===== src/rtl/bbx_sample_walker.sv =====
// Walks every subsample position of a snapped bounding box in raster order,
// presenting one sample per cycle at R14 and stalling upstream until the box is done.
module bbx_sample_walker #(
  parameter int SIGFIG = 24,
  parameter int RADIX  = 10,
  parameter int VERTS  = 3,
  parameter int AXIS   = 3
) (
  input  logic                     clk,
  input  logic                     rst,
  input  logic signed [SIGFIG-1:0] tri_R13S [VERTS][AXIS],
  input  logic signed [SIGFIG-1:0] box_R13S [2][2],
  input  logic                     validTri_R13H,
  input  logic [3:0]               subSample_RnnnnU,
  output logic                     halt_RnnnnL,
  output logic signed [SIGFIG-1:0] tri_R14S [VERTS][AXIS],
  output logic signed [SIGFIG-1:0] sample_R14S [2],
  output logic                     validSamp_R14H
);

  typedef enum logic {WAIT, WALK} state_t;

  state_t state, state_next;

  logic signed [SIGFIG-1:0] ll_x, ur_x, ur_y;
  logic [1:0]               ss_w_lg2;
  logic [4:0]               shift_amt;
  logic signed [SIGFIG:0]   step, next_x, next_y;
  logic                     x_fits, y_fits, is_last;

  // Lowest set bit of the one-hot config selects the finest grid.
  always_comb begin
    if (subSample_RnnnnU[0])      ss_w_lg2 = 2'd3;
    else if (subSample_RnnnnU[1]) ss_w_lg2 = 2'd2;
    else if (subSample_RnnnnU[2]) ss_w_lg2 = 2'd1;
    else                          ss_w_lg2 = 2'd0;
  end

  // One extra bit of headroom so stepping past a box near full scale cannot wrap.
  always_comb begin
    shift_amt = 5'(RADIX) - {3'b000, ss_w_lg2};
    step      = $signed({{SIGFIG{1'b0}}, 1'b1} << shift_amt);
    next_x    = {sample_R14S[0][SIGFIG-1], sample_R14S[0]} + step;
    next_y    = {sample_R14S[1][SIGFIG-1], sample_R14S[1]} + step;
    x_fits    = next_x <= {ur_x[SIGFIG-1], ur_x};
    y_fits    = next_y <= {ur_y[SIGFIG-1], ur_y};
    is_last   = !x_fits && !y_fits;
  end

  always_comb begin
    state_next  = state;
    halt_RnnnnL = 1'b1;
    case (state)
      WAIT: begin
        if (validTri_R13H) begin
          halt_RnnnnL = 1'b0;
          state_next  = WALK;
        end
      end
      WALK: begin
        if (is_last) state_next  = WAIT;
        else         halt_RnnnnL = 1'b0;
      end
      default: state_next = WAIT;
    endcase
  end

  always_ff @(posedge clk) begin
    if (rst) state <= WAIT;
    else     state <= state_next;
  end

  // The triangle is only captured on acceptance, so it stays put through WAIT.
  always_ff @(posedge clk) begin
    if (rst) begin
      validSamp_R14H <= 1'b0;
      sample_R14S[0] <= '0;
      sample_R14S[1] <= '0;
      ll_x           <= '0;
      ur_x           <= '0;
      ur_y           <= '0;
      for (int v = 0; v < VERTS; v++)
        for (int a = 0; a < AXIS; a++)
          tri_R14S[v][a] <= '0;
    end else begin
      case (state)
        WAIT: begin
          if (validTri_R13H) begin
            ll_x           <= box_R13S[0][0];
            ur_x           <= box_R13S[1][0];
            ur_y           <= box_R13S[1][1];
            sample_R14S[0] <= box_R13S[0][0];
            sample_R14S[1] <= box_R13S[0][1];
            tri_R14S       <= tri_R13S;
            validSamp_R14H <= 1'b1;
          end else begin
            validSamp_R14H <= 1'b0;
          end
        end
        WALK: begin
          if (x_fits) begin
            sample_R14S[0] <= next_x[SIGFIG-1:0];
          end else if (y_fits) begin
            sample_R14S[0] <= ll_x;
            sample_R14S[1] <= next_y[SIGFIG-1:0];
          end else begin
            validSamp_R14H <= 1'b0;
          end
        end
        default: validSamp_R14H <= 1'b0;
      endcase
    end
  end

endmodule


===== config.mk =====
export PLATFORM = sky130hd
export DESIGN_NAME = bbx_sample_walker
export DESIGN_NICKNAME = d
export VERILOG_FILES = /design/src/rtl/bbx_sample_walker.sv
export SDC_FILE = /design/constraint.sdc
export NUM_CORES = 1
export LEC_CHECK = 0
export CAP_MARGIN = 20
export CELL_PAD_IN_SITES_DETAIL_PLACEMENT = 1
export CELL_PAD_IN_SITES_GLOBAL_PLACEMENT = 2
export CORE_ASPECT_RATIO = 1.25
export CORE_MARGIN = 2
export CORE_UTILIZATION = 25
export CTS_BUF_LIST = sky130_fd_sc_hd__clkbuf_8
export CTS_CLUSTER_DIAMETER = 200
export CTS_CLUSTER_SIZE = 12
export DETAILED_ROUTE_END_ITERATION = 8
export PLACE_DENSITY_LB_ADDON = 0.2
export SETUP_SLACK_MARGIN = 0.15
export SYNTH_ARGS = -nofsm -noshare
export SYNTH_HDL_FRONTEND = slang
export SYNTH_SLANG_ARGS = --single-unit

===== constraint.sdc =====
create_clock -name clk -period 5.8 [get_ports clk]
set_input_delay 0.87 -clock clk [delete_from_list [all_inputs] [get_ports clk]]
set_output_delay 0.87 -clock clk [all_outputs]
set_load 0.005 [all_outputs]

==> metrics.md <==
| Metric | Value |
|---|---|
| Antenna viol nets, final | `0` |
| First-pass GRT wire length | `103 mm` |
| Min Tclk post-route | `5520 ps` |
| Placer Congestion | `a little under 0.9` |
| Status | `finished, final reports clean` |
| IO Port Bufs | `583` |
| Crit. Startpoint | `subSample_RnnnnU[2]` |
| Row cnt | `approximately 100` |
| Maxcap violations | `0` |
| Cells after DPL | `3,306` |
| Pins Over Slew Limit | `0` |
| Slew HR | `roughly 14%` |
| Distinct cells, synth | `64` |
| DRT Pass-1 Iters | `4` |
| Power Dens Cells | `312 mW/mm2` |
| CTS tree | `yes` |
| Number of synthesized flops with an enable pin | `0` |
| Setup CP Type | `in2out` |
| Cell Int Power | `4.59 mW` |
| Final Hold Violating Endpoints | `0` |
| Asr flop ratio synth | `0%` |
| Worst-Margin Slew | `1250 ps` |
| Post-route clock period utilization | `95.2%` |
| NetSw | `2.67 mW` |
| Total grt overflow | `0` |
| Placed Area | `0.0224 mm2` |
| Core box area | `0.0607 mm2` |
| CP max FO | `3` |
| Worst R2R Setup Slack | `1200 ps` |
| Sw Ratio | `a little under two fifths` |
| Via count | `roughly 16k` |
| Power, Total | `7.26 mW` |
| Setup violations, final | `0` |
| P&R area growth vs syn | `52.1%` |
| Number of CTS-inserted buffers | `34` |
| Reg-to-Reg Start | `sample_R14S[35]$_SDFFE_PP0P_` |
| VDD IR-drop max | `roughly 0.00017 V` |
| Post-route cell area | `~0.023 mm2` |
| CP required | `4930 ps` |
| Yosys warning count | `0` |
| RSZ-0062 raised after global routing | `false` |
| Post-Syn Instances | `1,967` |
| Type of the tightest min-delay check | `reg2reg` |
| Die height | `280 um` |
| Die footprint | `0.0631 mm2` |
| Clock Latency Late Sink | `between 600 and 700 ps` |
| Finished Layout Cells | `3,369` |
| Predominant post-synthesis flop cell | `dfxtp_1` |
| Clock net sink count | `338` |
| Seq/Total Area, Yosys | `about 44%` |
| IO Pins | `585` |
| Reg2reg path depth | `19` |
| Fmax | `~180 MHz` |
| Overall routing resource usage | `a little over a fifth` |
| Met3 WL | `6.05 mm` |
| Combinational group share of total power | `41.5%` |
| Die span in x | `225 um` |
| Share of layout cells above drive strength 1 | `6.95%` |
| Part of the power in registers | `38.8%` |
| DRC viols | `0` |
| WL/cell | `around 21 um` |
| Crit path DAT | `4650 ps` |
| Hold Crit Endpoint | `tri_R14S[65]$_SDFFE_PP0P_` |
| Dpl hpwl | `52.6 mm` |
| Final-stage net count | `2,992` |
| Vias/cell | `4.78` |
| Post-Syn Area | `0.0153 mm2` |
| Iter 0 DRT Violations | `570` |
| Maximum clock path buffer count | `3` |
| #FFs+latches synth | `338` |
| Final Skew | `38.1 ps` |
| Initial antenna violation count | `15` |
| Hold_sp | `tri_R14S[65]$_SDFFE_PP0P_` |
| Setup TNS Final | `0 ps` |
| Pre-CTS setup slack | `-905 ps` |
| Largest net degree at the start of global routing | `187` |
| CTS Root Cell | `clkbuf_8` |
| CTS clk-pin slew, worst paths | `80 ps` |
| Reg-to-reg endpoint | `sample_R14S[27]$_SDFFE_PP0P_` |
| DR top layer | `met5` |
| Leak | `8.86 nW` |
| Hold path cells | `2` |
| Mapped Avg Cell Area | `7.77 um2` |
| Initial Util | `25.2%` |
| H-Tree Depth | `2` |
| CP startpoint kind | `input port` |
| Final wirelength | `between 70 and 80 mm` |
| Vias in the first global route | `16.9k` |
| Capturing element type of the critical path | `output port` |
| Post-route setup slack | `278 ps` |
| Met2 WL | `36.5 mm` |
| Clock power frac | `19.7%` |
| M1 WL | `25.7 mm` |
[how the worst max path moves through the flow]
stage | slack [ps] | to | cells past startpoint
floorplan | 570 | halt_RnnnnL | 17
global placement | -790 | halt_RnnnnL | 20
detailed placement | -900 | halt_RnnnnL | 20
CTS | 170 | halt_RnnnnL | 20
global route | 120 | halt_RnnnnL | 18
finish | 280 | halt_RnnnnL | 20
[synth_stat cells (all sizes together) (11+ instances only)]
master    n  area [um2]
inv      61         231
nand4    11        68.8
xnor2    27         236
a21o     13        97.6
xor2     17         149
nand2   635        2380
dfxtp   338        6770
a31oi    15         109
ha       81        1010
mux2i    27         270
o21ai    41         216
nor2     55         206
nand3    18        90.1
a211oi   17         128
clkbuf  113         424
a21oi   361        1810
a211o    14         123
[layout by cell type (no fill, tap or decap), types with 7 or more instances in the layout]
master           count
xnor2_1             27
nand3_1             18
clkbuf_8            34
and2_1               7
nor2b_1              8
nor2_1              54
a211oi_1            15
a21oi_1            359
inv_1               61
buf_6                7
a21o_1              13
nor4_1               7
buf_12              10
nand2_1            634
o211ai_1             7
xor2_1              16
dfxtp_1            337
o21ai_0             36
conb_1              26
a31oi_1             13
clkdlybuf4s50_1    578
buf_4               87
ha_1                78
a211o_1             14
nand4_1             11
nor3_1               8
mux2i_1             27
[kinds of logic after synthesis]
group                      share of synthesized area [%]
and+or+nand+nor                                     20.2
DFF                                                 44.3
other                                             0.0492
xor gates and xnor gates                            2.52
adders and majority gates                           6.90
buffers and inverters                               4.68
muxes                                               1.77
AOI/OAI and AO/OA                                   19.5
[through the flow]
step           utilization [%]  hold slack [ps]
2_1_floorplan                -              432
3_3_place_gp              37.0              438
3_5_place_dp              37.0              448
4_1_cts                   38.1              459
5_1_grt                   38.3              473
6_report                  38.3              457
[layout make-up]
type | instances | area, um2
Tap cell | 772 | 966
Inverter | 62 | 235
Sequential cell | 338 | 6770
Clock inverter | 3 | 23.8
Timing Repair Buffer | 684 | 6740
Clock buffer | 34 | 468
Fill cell | 7192 | 37400
Antenna cell | 6 | 15.0
Multi-Input combinational cell | 1470 | 8030
[power by group through the flow]
stage	clock (mW)	combinational [mW]	sequential (mW)
2_1_floorplan	0	1.49	2.80
3_3_place_gp	0	2.88	2.86
3_5_place_dp	0	2.94	2.87
4_1_cts	1.53	2.99	2.82
5_1_grt	1.60	3.31	2.86
6_report	1.43	3.01	2.82
[routing by layer]
| layer | GRT usage [%] | vias to the layer above |
|---|---|---|
| met5 | 0 | - |
| met4 | 6.03 | 18 |
| met3 | 7.76 | 107 |
| met2 | 39.7 | 429 |
| met1 | 22.5 | 7764 |
| li1 | - | 7794 |
[critical path, cell delays in order]
cell      delay, ps
buf_6           100
nor3_4          230
buf_6           140
ha_4            190
buf_6           110
o21a_1          190
o211ai_1        190
o31a_1          240
buf_6           130
a31oi_4          90
o2111a_1        290
xor2_2          210
ha_4            240
a21oi_1         130
a21oi_1          90
or4_4           580
o21a_4          250
a31oi_4         230
inv_4            50
buf_6           110
[state kept, by name, summed over array words and instances, names as in the netlist, named ones only]
name and count:
sample_R14S 47, tri_R14S 216, ll_x 24, ur_y 24
ur_x 24, validSamp_R14H 1, state 1
[what timing repair did]
item,in CTS,in global routing
endpoints found under the setup margin,1,1
pin swaps,17,20
hold buffers,0,0
gates resized for setup,34,16
setup buffers,12,8
(Power assumes the default switching activity.)
